$ cat src/rtl/xrisc_mem_pkg.sv
// Shared types for the X-RISC data-memory controller.
//   dmem_state_t : controller FSM states
//   sb_entry_t   : one store-buffer entry (word address + data)
//   WORD_AW      : width of a word address (byte address bits [31:2])
package xrisc_mem_pkg;
  localparam int WORD_AW = 30;

  typedef enum logic [2:0] {
    IDLE,
    WR_REQ,
    RD_REQ,
    RD_WAIT,
    RD_DONE
  } dmem_state_t;

  typedef struct packed {
    logic [WORD_AW-1:0] addr;
    logic [31:0]        data;
  } sb_entry_t;
endpackage

$ cat src/rtl/xrisc_dmem_ctrl_if.sv
// Backing-memory port of the data-memory controller.
//   master : controller side (drives mem_req/mem_we/mem_addr/mem_wdata)
//   slave  : memory side (drives mem_gnt/mem_rvalid/mem_rdata)
interface xrisc_dmem_ctrl_if;
  logic        mem_req;
  logic        mem_we;
  logic [31:0] mem_addr;
  logic [31:0] mem_wdata;
  logic        mem_gnt;
  logic        mem_rvalid;
  logic [31:0] mem_rdata;

  modport master (
    output mem_req, mem_we, mem_addr, mem_wdata,
    input  mem_gnt, mem_rvalid, mem_rdata
  );

  modport slave (
    input  mem_req, mem_we, mem_addr, mem_wdata,
    output mem_gnt, mem_rvalid, mem_rdata
  );
endinterface

$ cat src/rtl/xrisc_store_fifo.sv
// In-order store buffer: circular array with per-entry valid bits.
//   push_i/push_entry_i : enqueue at tail (ignored when full)
//   pop_i               : drop head (ignored when empty)
//   lkup_addr_i         : word address compared against all valid entries
//   head_o              : oldest entry
//   count_o/full_o/empty_o : occupancy
//   hit_o/hit_data_o    : any valid match, data of the youngest match
module xrisc_store_fifo
  import xrisc_mem_pkg::*;
#(
  parameter  int DEPTH = 4,
  localparam int PW    = $clog2(DEPTH),
  localparam int CW    = $clog2(DEPTH + 1)
) (
  input  logic               clk,
  input  logic               reset,
  input  logic               push_i,
  input  sb_entry_t          push_entry_i,
  input  logic               pop_i,
  input  logic [WORD_AW-1:0] lkup_addr_i,
  output sb_entry_t          head_o,
  output logic [CW-1:0]      count_o,
  output logic               full_o,
  output logic               empty_o,
  output logic               hit_o,
  output logic [31:0]        hit_data_o
);
  sb_entry_t        ent_q [DEPTH];
  logic [DEPTH-1:0] vld_q;
  logic [PW-1:0]    head_q, tail_q;
  logic [CW-1:0]    cnt_q, cnt_d;
  logic             do_push, do_pop;

  assign full_o  = (cnt_q == CW'(DEPTH));
  assign empty_o = (cnt_q == '0);
  assign do_push = push_i & ~full_o;
  assign do_pop  = pop_i & ~empty_o;
  assign count_o = cnt_q;
  assign head_o  = ent_q[head_q];

  always_comb begin
    cnt_d = cnt_q;
    case ({do_push, do_pop})
      2'b10:   cnt_d = cnt_q + CW'(1);
      2'b01:   cnt_d = cnt_q - CW'(1);
      default: cnt_d = cnt_q;
    endcase
  end

  // Pointer width equals log2(DEPTH), so increments wrap naturally.
  always_ff @(posedge clk or negedge reset) begin
    if (!reset) begin
      vld_q  <= '0;
      head_q <= '0;
      tail_q <= '0;
      cnt_q  <= '0;
    end else begin
      if (do_push) begin
        vld_q[tail_q] <= 1'b1;
        tail_q        <= tail_q + PW'(1);
      end
      if (do_pop) begin
        vld_q[head_q] <= 1'b0;
        head_q        <= head_q + PW'(1);
      end
      cnt_q <= cnt_d;
    end
  end

  // Payload needs no reset: valid bits gate every use.
  always_ff @(posedge clk) begin
    if (do_push) ent_q[tail_q] <= push_entry_i;
  end

  // Walk oldest to youngest so the last match seen is the youngest.
  always_comb begin
    logic [PW-1:0] idx;
    idx        = '0;
    hit_o      = 1'b0;
    hit_data_o = '0;
    for (int i = 0; i < DEPTH; i++) begin
      idx = head_q + PW'(i);
      if (vld_q[idx] && (ent_q[idx].addr == lkup_addr_i)) begin
        hit_o      = 1'b1;
        hit_data_o = ent_q[idx].data;
      end
    end
  end
endmodule

$ cat src/rtl/xrisc_dmem_ctrl.sv
// Data-side memory controller for the X-RISC single-cycle core.
//   clk, reset              : clock, async active-low reset
//   MemWrite/MemRead        : core store / load request (store wins if both)
//   DataAdr/WriteData       : word address (bits [1:0] ignored) / store data
//   ReadData, Stall         : load result, core hold
//   buf_count               : store-buffer occupancy
//   mem                     : backing-memory port (master side)
// Stores are buffered and drained in order; loads forward from the buffer on
// a hit or stall for a memory read on a miss.
module xrisc_dmem_ctrl
  import xrisc_mem_pkg::*;
#(
  parameter  int DEPTH = 4,
  localparam int CW    = $clog2(DEPTH + 1)
) (
  input  logic                clk,
  input  logic                reset,
  input  logic                MemWrite,
  input  logic                MemRead,
  input  logic [31:0]         DataAdr,
  input  logic [31:0]         WriteData,
  output logic [31:0]         ReadData,
  output logic                Stall,
  output logic [CW-1:0]       buf_count,
  xrisc_dmem_ctrl_if.master   mem
);
  dmem_state_t        state_q, state_d;
  logic [WORD_AW-1:0] raddr_q, raddr_d;
  logic [31:0]        rdata_q, rdata_d;

  sb_entry_t   head, push_ent;
  logic        full, empty, fhit, store_acc, load, miss, pop;
  logic [31:0] fwd_data;
  logic        unused_adr_lsb;

  assign unused_adr_lsb = ^DataAdr[1:0];

  assign load      = MemRead & ~MemWrite;
  assign miss      = load & ~fhit;
  assign store_acc = MemWrite & ~full;
  assign pop       = (state_q == WR_REQ) & mem.mem_gnt;
  assign push_ent  = '{addr: DataAdr[31:2], data: WriteData};

  xrisc_store_fifo #(.DEPTH(DEPTH)) u_sb (
    .clk          (clk),
    .reset        (reset),
    .push_i       (store_acc),
    .push_entry_i (push_ent),
    .pop_i        (pop),
    .lkup_addr_i  (DataAdr[31:2]),
    .head_o       (head),
    .count_o      (buf_count),
    .full_o       (full),
    .empty_o      (empty),
    .hit_o        (fhit),
    .hit_data_o   (fwd_data)
  );

  // Gated by reset so the core is never held while reset is asserted.
  assign Stall    = reset & ((MemWrite & full) | (miss & (state_q != RD_DONE)));
  assign ReadData = (load & fhit) ? fwd_data : rdata_q;

  always_comb begin
    state_d = state_q;
    raddr_d = raddr_q;
    rdata_d = rdata_q;
    case (state_q)
      IDLE: begin
        if (miss) begin
          state_d = RD_REQ;
          raddr_d = DataAdr[31:2];
        end else if (!empty || store_acc) begin
          state_d = WR_REQ;
        end
      end
      WR_REQ: begin
        if (mem.mem_gnt) begin
          if (miss) begin
            state_d = RD_REQ;
            raddr_d = DataAdr[31:2];
          end else if ((buf_count > CW'(1)) || store_acc) begin
            state_d = WR_REQ;
          end else begin
            state_d = IDLE;
          end
        end
      end
      RD_REQ:  if (mem.mem_gnt) state_d = RD_WAIT;
      RD_WAIT: begin
        if (mem.mem_rvalid) begin
          rdata_d = mem.mem_rdata;
          state_d = RD_DONE;
        end
      end
      RD_DONE: state_d = IDLE;
      default: state_d = IDLE;
    endcase
  end

  // Read address is registered so mem_* decode only from state and buffer.
  always_comb begin
    mem.mem_req   = 1'b0;
    mem.mem_we    = 1'b0;
    mem.mem_addr  = '0;
    mem.mem_wdata = '0;
    case (state_q)
      WR_REQ: begin
        mem.mem_req   = 1'b1;
        mem.mem_we    = 1'b1;
        mem.mem_addr  = {head.addr, 2'b00};
        mem.mem_wdata = head.data;
      end
      RD_REQ: begin
        mem.mem_req  = 1'b1;
        mem.mem_addr = {raddr_q, 2'b00};
      end
      default: ;
    endcase
  end

  always_ff @(posedge clk or negedge reset) begin
    if (!reset) begin
      state_q <= IDLE;
      raddr_q <= '0;
      rdata_q <= '0;
    end else begin
      state_q <= state_d;
      raddr_q <= raddr_d;
      rdata_q <= rdata_d;
    end
  end
endmodule

$ cat src/flat_wrapper.sv
// flat-port wrapper written by rule: the top's interface ports become plain ports
module xrisc_dmem_ctrl_flat import xrisc_mem_pkg::*;
#(
  parameter  int DEPTH = 4,
  localparam int CW    = $clog2(DEPTH + 1)
)
  (clk, reset, MemWrite, MemRead, DataAdr, WriteData, ReadData, Stall, buf_count, mem_mem_req, mem_mem_we, mem_mem_addr, mem_mem_wdata, mem_mem_gnt, mem_mem_rvalid, mem_mem_rdata);
  xrisc_dmem_ctrl_if mem_i ();
  input  logic clk;
  input  logic reset;
  input  logic MemWrite;
  input  logic MemRead;
  input  logic [31:0] DataAdr;
  input  logic [31:0] WriteData;
  output logic [31:0] ReadData;
  output logic Stall;
  output logic [CW-1:0] buf_count;
  output wire logic [$bits(mem_i.mem_req)-1:0] mem_mem_req;
  output wire logic [$bits(mem_i.mem_we)-1:0] mem_mem_we;
  output wire logic [$bits(mem_i.mem_addr)-1:0] mem_mem_addr;
  output wire logic [$bits(mem_i.mem_wdata)-1:0] mem_mem_wdata;
  input wire logic [$bits(mem_i.mem_gnt)-1:0] mem_mem_gnt;
  input wire logic [$bits(mem_i.mem_rvalid)-1:0] mem_mem_rvalid;
  input wire logic [$bits(mem_i.mem_rdata)-1:0] mem_mem_rdata;
  assign mem_mem_req = mem_i.mem_req;
  assign mem_mem_we = mem_i.mem_we;
  assign mem_mem_addr = mem_i.mem_addr;
  assign mem_mem_wdata = mem_i.mem_wdata;
  assign mem_i.mem_gnt = mem_mem_gnt;
  assign mem_i.mem_rvalid = mem_mem_rvalid;
  assign mem_i.mem_rdata = mem_mem_rdata;
  xrisc_dmem_ctrl #(.DEPTH(DEPTH)) u_core (.clk(clk), .reset(reset), .MemWrite(MemWrite), .MemRead(MemRead), .DataAdr(DataAdr), .WriteData(WriteData), .ReadData(ReadData), .Stall(Stall), .buf_count(buf_count), .mem(mem_i));
endmodule
$ cat config.mk
export PLATFORM = sky130hd
export DESIGN_NAME = xrisc_dmem_ctrl_flat
export DESIGN_NICKNAME = d
export VERILOG_FILES = /design/src/rtl/xrisc_mem_pkg.sv /design/src/rtl/xrisc_dmem_ctrl_if.sv /design/src/rtl/xrisc_store_fifo.sv /design/src/rtl/xrisc_dmem_ctrl.sv /design/src/flat_wrapper.sv
export SDC_FILE = /design/constraint.sdc
export NUM_CORES = 1
export LEC_CHECK = 0
export BUFFER_PORTS_ARGS = -buffer_cell sky130_fd_sc_hd__buf_4
export CORE_MARGIN = 2
export CORE_UTILIZATION = 35
export DETAILED_ROUTE_END_ITERATION = 8
export HOLD_SLACK_MARGIN = 0.06
export SYNTH_ARGS = -nofsm -noshare
export SYNTH_HDL_FRONTEND = slang
export SYNTH_SLANG_ARGS = --single-unit
$ cat constraint.sdc
create_clock -name clk -period 5 [get_ports clk]
set_input_delay 0.25 -clock clk [delete_from_list [all_inputs] [get_ports clk]]
set_output_delay 0.25 -clock clk [all_outputs]
set_load 0.005 [all_outputs]
Word-level counts from Yosys, hierarchy flattened. Memory sizes are Yosys's and may differ from the RTL's. Cells that the tools add are included.

Memory bits (writable): 248. Output and inout port bits: 102. Memories kept: 1. Logic and storage cells: 113. Register bits after elaboration: 76. Input port bits: 102.

Memory list: u_core.u_sb.ent_q (depth 4, width 62, rd ports 4, clocked after memory_dff 0, wr ports 1, line xrisc_store_fifo.sv:28) `sb_entry_t ent_q [DEPTH];`.

Add/subtract/negate cells: 6. Eq/ne operators: 15. Reductions and logical operators: 17. Order comparisons: 8. Mux-type cells: 41. Bitwise gates (word level): 18.

Operators with widths (number): 32-bit two-way mux (6); 30-bit equality test (4); 32-bit one-hot mux with 2 select lines (1); 30-bit two-way mux (2); 30-bit one-hot mux with 2 select lines (1); 3-bit two-way mux (6); 2-bit by 3-bit < comparator with 1-bit output, second input constant (5); 1-bit two-way mux (15); 3-bit one-hot mux with 4 select lines (1); 1-bit AND (10); 1-bit binary-select mux with 2-bit select (4); 4-bit two-way mux (2); 3-bit by 2-bit equality test with 1-bit output, second input constant (2); 1-bit logical AND (6); 3-bit zero test (2); 2-bit != test, second input constant (3); 3-bit one-hot mux with 2 select lines (1); 2-bit by 1-bit adder with 2-bit output, second input constant (2); 2-bit adder, second input constant (2); 4-bit AND (1); 1-bit demux with 2-bit select (2); 2-bit by 1-bit >= comparator with 1-bit output, second input constant (2); 1-bit NOT (4); 4-bit NOT (1); 17 further kinds (20).

Depth between registers and ports, before layout. Gate-level depths: netlist of the first run.

Depth after elaboration: 12. Gate-level depth with buffers: 22. Gate-level depth less buffers: 11.

Hierarchy. A second synthesis of the first run with hierarchy kept.

Cells, all modules: 1503. Area total of the unflattened synthesis: 21067.7 um2.

Modules (own cells, without submodules): xrisc_store_fifo (cells an instance 1163, area an instance 17435.5 um2, times used 1); xrisc_dmem_ctrl (cells an instance 340, area an instance 3632.2 um2, times used 1).

Worst setup path after synthesis of the first run. No wires, ideal clock.

Path type: reg2out. Start point: register u_core.u_sb.head_q[0]. End point: output ReadData[29]. Path buffers: 8. Arrival: 4.395 ns. Cell stages (with the launch flop): 20. Path slack: 0.355 ns. Cells stage by stage: dfrtp_1 -> buf_6 -> buf_6 -> buf_6 -> inv_1 -> buf_2 -> buf_2 -> buf_2 -> ha_1 -> buf_2 -> buf_2 -> mux4_2 -> xnor2_1 -> nand4_1 -> a2111oi_0 -> nand3_1 -> or2_2 -> nand2b_1 -> a311o_1 -> a31oi_1.

Longest elaborated chain between the ends: 9. Elaborated cells between the ends (all ways): 30. Classes of those cells: add/sub: 3; eq/ne: 4; mux: 17; bitwise: 1; reduce/logical: 4; memory: 1.

RTL lines: start, declared (line xrisc_store_fifo.sv:30) `logic [PW-1:0] head_q, tail_q;`; start signal, assigned (line xrisc_store_fifo.sv:64) `head_q <= head_q + PW'(1);`; 2-bit by 1-bit adder with 2-bit output, or another cell as far along (line xrisc_store_fifo.sv:82) `idx = head_q + PW'(i);`; memory 4 x 62 bit, or another cell as far along; 30-bit equality test, or another cell as far along (line xrisc_store_fifo.sv:83) `if (vld_q[idx] && (ent_q[idx].addr == lkup_addr_i)) begin`; 1-bit logical AND or 1-bit two-way mux (tied branches) (line xrisc_store_fifo.sv:83); 1-bit two-way mux (3 in a row) (line xrisc_store_fifo.sv:83); 1-bit AND (line xrisc_dmem_ctrl.sv:61) `assign ReadData = (load & fhit) ? fwd_data : rdata_q;`; 32-bit two-way mux (*) (line xrisc_dmem_ctrl.sv:61); end, declared (line flat_wrapper.sv:15) `output logic [31:0] ReadData;`.

Mark *: on every way between the ends. The rest lies on a longest branch, timed or not. The select of a mux whose other input is x is not followed.

Worst setup path in the final report of the first run.
Start point: register u_core.u_sb.head_q[1]. End point: output ReadData[1].

The elaborated chain is that of the path after synthesis.

==> results of run 1 <==
[registers in the layout, indices dropped and copies added, names as in the netlist]
name,cells
u_core.state_q,3
u_core.rdata_q,32
u_core.u_sb.vld_q,4
u_core.raddr_q,30
u_core.u_sb.tail_q,2
u_core.u_sb.ent_q,248
u_core.u_sb.head_q,2
u_core.u_sb.count_o,3
[worst min-delay path, stage by stage]
cell and delay, ps:
buf_4 130, o21ai_0 150, a211oi_1 80
[Yosys cell counts, drive strengths merged, types with 6 or more instances]
library cell,count,area [um^2]
edfxtp,248,7450
mux4,211,4750
nand2,171,642
xnor2,92,806
mux2i,83,831
buf,77,479
dfrtp,76,1900
clkbuf,67,251
mux2,65,732
nor2,47,179
nand3,37,185
and2,35,219
a21o,30,225
a311oi,30,263
inv,27,101
a22o,26,228
nand4,20,125
xor2,16,140
a21oi,13,65.1
ha,13,163
o21ai,13,68.8
a22oi,9,67.6
o211ai,8,60.1
a32o,7,70.1
nor2b,7,43.8
nor4,7,43.8
nor3,6,30.0
o22ai,6,37.5
[cells by family (layout without fill, tap and decap cells)]
kind of cell	count (synthesis)	after routing	share of synthesized area
other	1	4	0.000180
DFF	324	324	0.449
AOI/OAI and AO/OA	200	200	0.0763
xor gates and xnor gates	108	108	0.0454
buffers and inverters	171	457	0.0400
muxes	359	359	0.303
adders and majority gates	13	13	0.00782
and+or+nand+nor	350	350	0.0777
[routing by layer]
layer	vias to the layer above	GRT usage
met5	-	0
met4	10	0.0803
met3	149	0.0368
met2	636	0.327
met1	7912	0.276
li1	6547	-
[how the worst min path moves through the flow]
stage | start | end | slack (ps)
5_1_grt | DataAdr[23] | u_core.u_sb.ent_q[3][53] | 80
2_1_floorplan | reset | u_core.raddr_q[0] | -50
3_5_place_dp | reset | u_core.raddr_q[18] | 350
3_3_place_gp | reset | u_core.raddr_q[18] | 340
4_1_cts | DataAdr[23] | u_core.u_sb.ent_q[3][53] | 80
6_report | mem_mem_gnt | u_core.state_q[1] | 100
[repair_timing]
action | CTS | global route
cloned | 0 | 3
pin swaps | 1 | 8
buffers inserted | 4 | 12
hold endpoints to repair | 337 | 0
gates resized for setup | 10 | 25
setup endpoints to repair | 22 | 31
hold buffers | 95 | 0
[power groups by stage]
stage               Clock (W)  Sequential, W  Combinational (W)
floorplan                   0        0.00405            0.00643
global placement            0        0.00416            0.00889
detailed placement          0        0.00422            0.00895
CTS                   0.00299        0.00417            0.00915
global route          0.00308        0.00427             0.0101
finish                0.00293        0.00419            0.00939
[metrics by stage]
stage | setup TNS [ps] | setup WS, ps | instance area, um^2
after floorplan | 0 | 355 | 20800
after global placement | 0 | 438 | 23100
after detailed placement | 0 | 444 | 23100
after CTS | 0 | 0.968 | 25400
after global routing | -40.7 | -40.7 | 25700
final | 0 | 126 | 25700
[cell type report]
type / count / area (um^2)
diodes: 2 / 5.00
clock buffers: 54 / 1110
clock inverters: 18 / 211
fillers: 5279 / 33200
inverters: 27 / 101
multi-input cells: 1032 / 10800
flip-flops and latches: 324 / 9360
well taps: 773 / 967
repair buffers: 358 / 3160
==> metrics.yaml, run 1 <==
logic_synthesis:
  syn_area_mm2: 0.0208
  ys_ff_latch: 324
  async_reset_ff_frac: 0.235
  ys_seq_area_frac: 0.449
  ys.flop_type: "edfxtp_1"
  netlist_instances: 1526
  synth.avg_cell_area_um2: 13.6
  synth-edff-count: 248
  synth_cell_types: 68
  yosys_warnings: 0
setup_path:
  arrival_ps: 4620
  r2r-end: "u_core.raddr_q[1]"
  rr_worst_depth: 15
  critPathMaxFanout: 15
  critPathKind: "reg -> out"
  cp-end-kind: "output port"
  critPathBufInv: 6
  r2r_start: "u_core.u_sb.head_q[1]"
  startpoint_type: "flip-flop"
  critPathLaunch: "u_core.u_sb.head_q[1]"
  cp_common_cell: "buf_4"
  critical-path-top-delay-family: "buffers and inverters"
  cpPeakStageDelay_ps: 510
  crit_path_end: "ReadData[1]"
  path_cells: "inv_1 -> ha_4 -> buf_12 -> buf_4 -> mux4_2 -> a2bb2oi_1 -> nand4b_1 -> nor4bb_1 -> and4_4 -> buf_12 -> mux2_2 -> nand3_1 -> a311oi_2 -> buf_4 -> a21o_1 -> buf_4"
  cp_data_required_time_ps: 4750
  cp.depth: 16
  cp_slowest_cell: "mux4_2"
  regToRegSetupSlack_ps: 720
power_and_ir_drop:
  vdd_drop_max_uv: 368
  finalPower_w: 0.0165
  swShare: 0.377
  clock_power_share: 0.178
  p_leak_nw: 9.42
  p_per_area_mw_per_mm2: 642
  pwr-share-comb: 0.568
  p_int_w: 0.0103
  p_seq_frac: 0.254
  switchingPower_w: 0.00623
cts:
  insertion_delay_ps: 560
  cts_made_buffers: 39
  cts.clk_slew.worst_paths_ps: 60
  cts.sinks: 324
  cts-htree-levels: 2
  clockRootBuffer: "clkbuf_16"
  clockBufferDepth: 3
  cts_tree: "built"
floorplanning:
  die_width_um: 248
  rows: 89
  dieArea_mm2: 0.0614
  ioPinCount: 204
  dieHeight_um: 248
  start_util: 0.353
  coreArea_mm2: 0.0589
drt:
  met2_length_um: 30400
  postRouteAntennaNets: 0
  drt-met1-wl_um: 26300
  wl_met3_um: 4400
  dr.pass1.iters: 6
  vias_per_cell: 5.89
  vias: 15300
  wl_per_cell_um: 24.6
  top_layer: "met5"
  drt-total-wl_um: 63600
  detail_route.iter0.violations: 1343
  route.detailed.drc: 0
finish:
  fin_nets: 1897
  layout_commonest_cell: "edfxtp_1"
  fin_util: 0.437
  instances_no_fill: 2588
  layout_common_cells: "248 x edfxtp_1, 241 x buf_4, 211 x mux4_2"
  layout-drive-gt1-share: 0.345
  area_growth_pct: 23.6
global_routing:
  grt_first_pass_wirelength_um: 95300
  grt.overflow.total: 0
  grt_max_degree: 118
  grtUsageTotal: 0.204
  grt_pass1_vias: 15300
  antenna_found_initial: 7
run_status:
  status: "complete, no violations"
timing:
  fin_hold_ws_ps: 102
  max-slew-margin-rel: 0.289
  setup_viol: 0
  min_period_ps: 4870
  clock.fmax_ghz: 0.205
  hold_viol_final: 0
  clock_skew_ps: 21.3
  maxSlewViolCount: 0
  worst_slew_pin_slew_ps: 1070
  finalCritPeriodShare: 0.975
min_path:
  min_path_type: "in -> reg"
  min_path_cells: 3
run:
  max_cap_viol_count: 0
placed_design:
  dp_cells: 2400
  place.gp.congestion: 0.889
  hpwl_um: 41200
  port-buffer-count: 199
Note: power is estimated with default switching activity, not from simulation.
==> inputs of run 2 (changes only) <==
--- a/config.mk
+++ b/config.mk
@@ -8,6 +8,7 @@
 export BUFFER_PORTS_ARGS = -buffer_cell sky130_fd_sc_hd__buf_4
 export CORE_MARGIN = 2
 export CORE_UTILIZATION = 35
+export CTS_BUF_LIST = sky130_fd_sc_hd__clkbuf_4 sky130_fd_sc_hd__clkbuf_8 sky130_fd_sc_hd__clkbuf_16
 export DETAILED_ROUTE_END_ITERATION = 8
 export HOLD_SLACK_MARGIN = 0.06
 export SYNTH_ARGS = -nofsm -noshare
==> run 2 against run 1 <==
Sequential share of layout area barely moved; non-clock buffer count down 2; utilization is essentially flat; global-route usage about the same; clock skew is 5.5 ps higher; sequential cell count unchanged; cell area about the same; worst setup slack got worse by 29 ps; first-iteration DRC count shrank 2.1%; via count about the same; critical path type unchanged; largest power group unchanged.
==> metrics.yaml, run 2 (synthesis gave the netlist of run 1 again) <==
timing:
  finalCritPeriodShare: 0.981  # +0.00581
  rsz0062_at_grt: "true"
  setup_viol: 0  # unchanged
  max-slew-margin-rel: 0.291  # +0.00197
  worst_slew_pin_slew_ps: 1060  # -2.96 ps
  min_period_ps: 4900  # +29.0 ps
  clock.fmax_ghz: 0.204  # -0.59%
  maxSlewViolCount: 0  # unchanged
  finalSetupTns_ps: 0  # unchanged
  hold_viol_final: 0  # unchanged
  setup_slack_ps: 96.7  # -29.0 ps
  clock_skew_ps: 26.8  # +5.53 ps
run:
  max_cap_viol_count: 0  # unchanged
drt:
  drt-total-wl_um: 63600  # about the same
  wl_per_cell_um: 24.6  # +0.16%
  vias_per_cell: 5.90  # about the same
  vias: 15300  # +0.0066%
  dr.pass1.iters: 6  # unchanged
  route.detailed.drc: 0  # unchanged
  detail_route.iter0.violations: 1315  # -2.1%
  postRouteAntennaNets: 0  # unchanged
power_and_ir_drop:
  switchingPower_w: 0.00623  # about the same
  swShare: 0.377  # -0.000553
  pwr-share-comb: 0.567  # about the same
  p_seq_frac: 0.254  # about the same
  p_per_area_mw_per_mm2: 643  # +0.11%
  finalPower_w: 0.0166  # +0.19%
  vdd_drop_max_uv: 371  # +0.91%
  p_int_w: 0.0103  # +0.28%
  clock_power_share: 0.180  # +0.002
  p_leak_nw: 9.43  # +0.17%
finish:
  reg.largest.list: "u_core.u_sb.ent_q (248), u_core.rdata_q (32), u_core.raddr_q (30)"
  largest_reg_flops: 248  # unchanged
  layout_common_cells: "248 x edfxtp_1, 239 x buf_4, 211 x mux4_2"
  layout_commonest_cell: "edfxtp_1"
  fin_util: 0.437  # about the same
  layout-drive-gt1-share: 0.348  # +0.00369
  top_register: "u_core.u_sb.ent_q"
  fin_nets: 1895  # -0.11%
  area_growth_pct: 23.7  # about the same
floorplanning:
  rows: 89  # unchanged
  coreArea_mm2: 0.0589  # unchanged
  dieArea_mm2: 0.0614  # unchanged
  die_width_um: 248  # unchanged
  start_util: 0.353  # unchanged
  ioPinCount: 204  # unchanged
  dieHeight_um: 248  # unchanged
placed_design:
  dp_slack_ps: 444  # unchanged
  port-buffer-count: 199  # unchanged
  place.gp.congestion: 0.889  # unchanged
  hpwl_um: 41200  # unchanged
cts:
  cts_made_buffers: 39  # unchanged
  clockRootBuffer: "clkbuf_16"
  insertion_delay_ps: 570  # about the same
  cts-htree-levels: 2  # unchanged
  cts_tree: "built"
  cts.sinks: 324  # unchanged
  clockBufferDepth: 3  # unchanged
  cts.clk_slew.worst_paths_ps: 60  # about the same
setup_path:
  startpoint_type: "flip-flop"
  cp_data_required_time_ps: 4750  # about the same
  cp-end-kind: "output port"
  arrival_ps: 4650  # +30 ps
  critPathMaxFanout: 14  # -1
  critPathKind: "reg -> out"
global_routing:
  grt.overflow.total: 0  # unchanged
  grt_pass1_vias: 15200  # -0.033%
  grt_max_degree: 118  # unchanged
  grtUsageTotal: 0.204  # about the same
  antenna_found_initial: 8  # +1
  grt_first_pass_wirelength_um: 95300  # about the same
run_status:
  status: "complete, no violations"
min_path:
  min_path_type: "in -> reg"
==> run 2: cell types whose count changed in the layout (fill, tap and decap cells not counted), sizes merged <==
cell / previous run / this run
buf: 260 / 258
==> run 2: cell type report <==
cell class              instances  area (um^2)
clock inverters                18          211
diodes                          2         5.00
well taps                     773          967
repair buffers                356         3160
clock buffers                  54         1140
multi-input cells            1032        10800
fillers                      5270        33200
flip-flops and latches        324         9360
inverters                      27          101
==> run 2: worst paths after layout <==
path,startpoint,endpoint,slack (ps),cells past startpoint
worst max-delay path,u_core.u_sb.head_q[1],ReadData[13],100,15
worst min-delay path,mem_mem_gnt,u_core.state_q[1],100,3
worst max register to register,u_core.u_sb.head_q[1],u_core.raddr_q[17],700,15
worst min register to register,u_core.rdata_q[29],u_core.rdata_q[29],470,2
max in group asynchronous,reset,u_core.rdata_q[22],3610,3
min in group asynchronous,reset,u_core.raddr_q[15],300,2
==> run 2: through the flow <==
step	cell area (um^2)	cells	hold slack, ps
3_5_place_dp	23100	2400	345
4_1_cts	25400	2571	76.1
5_1_grt	25700	2586	84.2
3_3_place_gp	23100	2400	339
2_1_floorplan	20800	1527	-45.6
6_report	25700	2586	101
==> run 2: power by group through the flow <==
stage          clock network (W)  registers [W]  logic [W]
3_3_place_gp                   0        0.00416    0.00889
3_5_place_dp                   0        0.00422    0.00895
6_report                 0.00298        0.00420    0.00938
5_1_grt                  0.00313        0.00427     0.0100
4_1_cts                  0.00303        0.00417    0.00915
2_1_floorplan                  0        0.00405    0.00643
==> run 2: routing by layer <==
metal | up-vias | wire length, um | GRT usage
met3 | 146 | 4250 | 0.0389
met2 | 639 | 30700 | 0.327
li1 | 6554 | - | -
met5 | - | 82 | 0
met4 | 12 | 2240 | 0.0805
met1 | 7904 | 26300 | 0.274
==> run 2: critical path, cell delays in order (launching register included) <==
cell and delay [ps]:
dfrtp_4 430, inv_1 80, ha_4 370, buf_4 160, mux4_2 510, xnor2_1 410
nand2_1 120, a2111oi_0 420, nand3_1 150, buf_4 180, o21ai_4 220, buf_6 240
nand3_1 90, a311oi_1 450, a21o_1 130, buf_4 110
==> run 2: timing repair <==
action,4_1_cts,5_1_grt
pin swaps,1,8
hold buffers,95,0
hold endpoints to repair,337,0
gates cloned,0,3
endpoints found under the setup margin,22,31
resized for setup,10,26
buffers inserted,4,10
==> inputs of run 3 (changes only) <==
--- a/config.mk
+++ b/config.mk
@@ -11,6 +11,7 @@
 export CTS_BUF_LIST = sky130_fd_sc_hd__clkbuf_4 sky130_fd_sc_hd__clkbuf_8 sky130_fd_sc_hd__clkbuf_16
 export DETAILED_ROUTE_END_ITERATION = 8
 export HOLD_SLACK_MARGIN = 0.06
+export RECOVER_POWER = 50
 export SYNTH_ARGS = -nofsm -noshare
 export SYNTH_HDL_FRONTEND = slang
 export SYNTH_SLANG_ARGS = --single-unit
==> run 3 against run 2 <==
Largest cell class unchanged; power shrank 0.23%; non-clock buffer count is the same; sequential cell count did not move; first-iteration DRC count is 2.7% higher; register-to-register slack about the same; worst setup slack improved by 52 ps; the run now ends with capacitance limit, slew limit left; global-route usage did not move; cell count stayed put; via count is 0.18% higher; hold slack improved by 2.2 ps; sequential share of layout area is 0.35 points higher.
==> metrics.yaml, run 3 (synthesis gave the netlist of run 1 again) <==
power_and_ir_drop:
  p_int_w: 0.0103  # -0.26%
  p_leak_nw: 9.20  # -2.5%
  swShare: 0.377  # about the same
  clock_power_share: 0.180  # about the same
  p_per_area_mw_per_mm2: 648  # +0.74%
  vdd_drop_max_uv: 369  # -0.48%
  pwr-share-comb: 0.565  # -0.002
  switchingPower_w: 0.00622  # -0.18%
  p_seq_frac: 0.255  # about the same
  finalPower_w: 0.0165  # -0.23%
drt:
  postRouteAntennaNets: 0  # unchanged
  vias_per_cell: 5.91  # +0.18%
  detail_route.iter0.violations: 1350  # +2.7%
  dr.pass1.iters: 6  # unchanged
  vias: 15300  # +0.18%
  wl_per_cell_um: 24.6  # -0.12%
  drt-total-wl_um: 63500  # -0.12%
  route.detailed.drc: 0  # unchanged
timing:
  hold_viol_final: 0  # unchanged
  max-slew-margin-rel: -1.06  # -1.36
  worst_slew_pin_slew_ps: 3100  # +2030 ps
  rsz0062_at_grt: "true"
  maxSlewViolCount: 300  # +300
  clock.fmax_ghz: 0.206  # +1.1%
  setup_viol: 0  # unchanged
  clock_skew_ps: 26.1  # -0.709 ps
  finalCritPeriodShare: 0.970  # -0.0103
  setup_slack_ps: 148  # +51.5 ps
  min_period_ps: 4850  # -51.5 ps
setup_path:
  regToRegSetupSlack_ps: 710  # about the same
  cp-end-kind: "output port"
  critPathKind: "reg -> out"
  critPathMaxFanout: 15  # +1
  arrival_ps: 4600  # -50 ps
  cp_data_required_time_ps: 4750  # about the same
  startpoint_type: "flip-flop"
global_routing:
  antenna_found_initial: 8  # unchanged
  grt_max_degree: 118  # unchanged
  grt_first_pass_wirelength_um: 95300  # unchanged
  grtUsageTotal: 0.204  # unchanged
  grt.overflow.total: 0  # unchanged
  grt_pass1_vias: 15200  # unchanged
cts:
  clockRootBuffer: "clkbuf_16"
  cts.sinks: 324  # unchanged
  cts_tree: "built"
  cts_made_buffers: 39  # unchanged
  clockBufferDepth: 3  # unchanged
  insertion_delay_ps: 570  # about the same
  cts.clk_slew.worst_paths_ps: 60  # about the same
  cts-htree-levels: 2  # unchanged
placed_design:
  place_area_mm2: 0.0231  # unchanged
  port-buffer-count: 199  # unchanged
  dp_slack_ps: 444  # unchanged
  place.gp.congestion: 0.889  # unchanged
  hpwl_um: 41200  # unchanged
finish:
  area_growth_pct: 22.5
  layout_commonest_cell: "edfxtp_1"
  fin_nets: 1895  # unchanged
  reg.largest.list: "u_core.u_sb.ent_q (248), u_core.rdata_q (32), u_core.raddr_q (30)"
  design_area_mm2: 0.0255  # -0.96%
  fin_util: 0.433  # -0.00421
  layout_common_cells: "248 x edfxtp_1, 211 x mux4_2, 173 x buf_4"
  layout-drive-gt1-share: 0.313  # -0.0359
  largest_reg_flops: 248  # unchanged
  fillers: 5327  # +1.1%
  top_register: "u_core.u_sb.ent_q"
floorplanning:
  start_util: 0.353  # unchanged
  coreArea_mm2: 0.0589  # unchanged
  rows: 89  # unchanged
  die_width_um: 248  # unchanged
  dieArea_mm2: 0.0614  # unchanged
  dieHeight_um: 248  # unchanged
  ioPinCount: 204  # unchanged
run_status:
  violations: "capacitance limit, slew limit"
  status: "complete, but fails checks"
run:
  max_cap_viol_count: 7  # +7
min_path:
  min_path_type: "in -> reg"
## run 3: cell types whose count changed in the layout (fill, tap and decap cells not counted)
cell,before,now
clkbuf_1,0,64
or2_2,3,2
clkbuf_2,0,1
a21boi_1,1,0
clkbuf_4,8,9
buf_4,239,173
and2_4,4,0
and2_2,0,4
or2_0,0,1
a21boi_0,1,2
## run 3: power by group through the flow
stage | clock [W] | combinational, W | sequential (W)
after floorplan | 0 | 0.00643 | 0.00405
after global placement | 0 | 0.00889 | 0.00416
after detailed placement | 0 | 0.00895 | 0.00422
after CTS | 0.00303 | 0.00915 | 0.00417
after global routing | 0.00313 | 0.0100 | 0.00428
final | 0.00298 | 0.00933 | 0.00420
## run 3: final timing paths
| check | cells after the start | end | startpoint |
|---|---|---|---|
| max | 16 | ReadData[1] | u_core.u_sb.head_q[1] |
| min | 3 | u_core.state_q[1] | mem_mem_gnt |
| max reg2reg | 15 | u_core.raddr_q[17] | u_core.u_sb.head_q[1] |
| min reg2reg | 2 | u_core.rdata_q[29] | u_core.rdata_q[29] |
| max in group asynchronous | 3 | u_core.rdata_q[22] | reset |
| min in group asynchronous | 2 | u_core.raddr_q[15] | reset |
## run 3: final cells by class
| cell class | instances | area, um^2 | area share |
|---|---|---|---|
| diodes | 2 | 5.00 | 0.000196 |
| clock inverters | 18 | 211 | 0.00829 |
| flip-flops and latches | 324 | 9360 | 0.367 |
| clock buffers | 54 | 1140 | 0.0448 |
| inverters | 27 | 101 | 0.00397 |
| repair buffers | 356 | 2910 | 0.114 |
| well taps | 773 | 967 | 0.0379 |
| multi-input cells | 1032 | 10800 | 0.424 |
## run 3: worst max-delay path: stages (launching register included)
cell	delay (ps)
dfrtp_4	430
inv_1	80
ha_4	370
buf_12	170
buf_4	160
mux4_2	510
xor2_1	210
nand4b_1	210
nor4bb_1	290
and4_4	320
buf_12	190
mux2_2	360
nand3_1	100
a311oi_2	110
buf_4	210
a21o_1	160
buf_4	140
## run 3: per-layer routing
layer,global-route usage,routed length [um]
met1,0.274,26100
met2,0.327,30500
met3,0.0389,4540
met4,0.0805,2310
met5,0,82
## run 3: timing repair
item,4_1_cts,5_1_grt
hold buffers,95,0
hold endpoints to repair,337,0
resized for setup,10,26
gates cloned,0,3
setup endpoints to repair,22,31
buffers inserted,4,10
pin swaps,1,8
## run 3: stage by stage
step,std cells,hold WS [ps],TNS [ps]
after floorplan,1527,-45.6,0
after global placement,2400,339,0
after detailed placement,2400,345,0
after CTS,2571,76.1,0
after global routing,2586,127,-85.3
final,2586,103,0
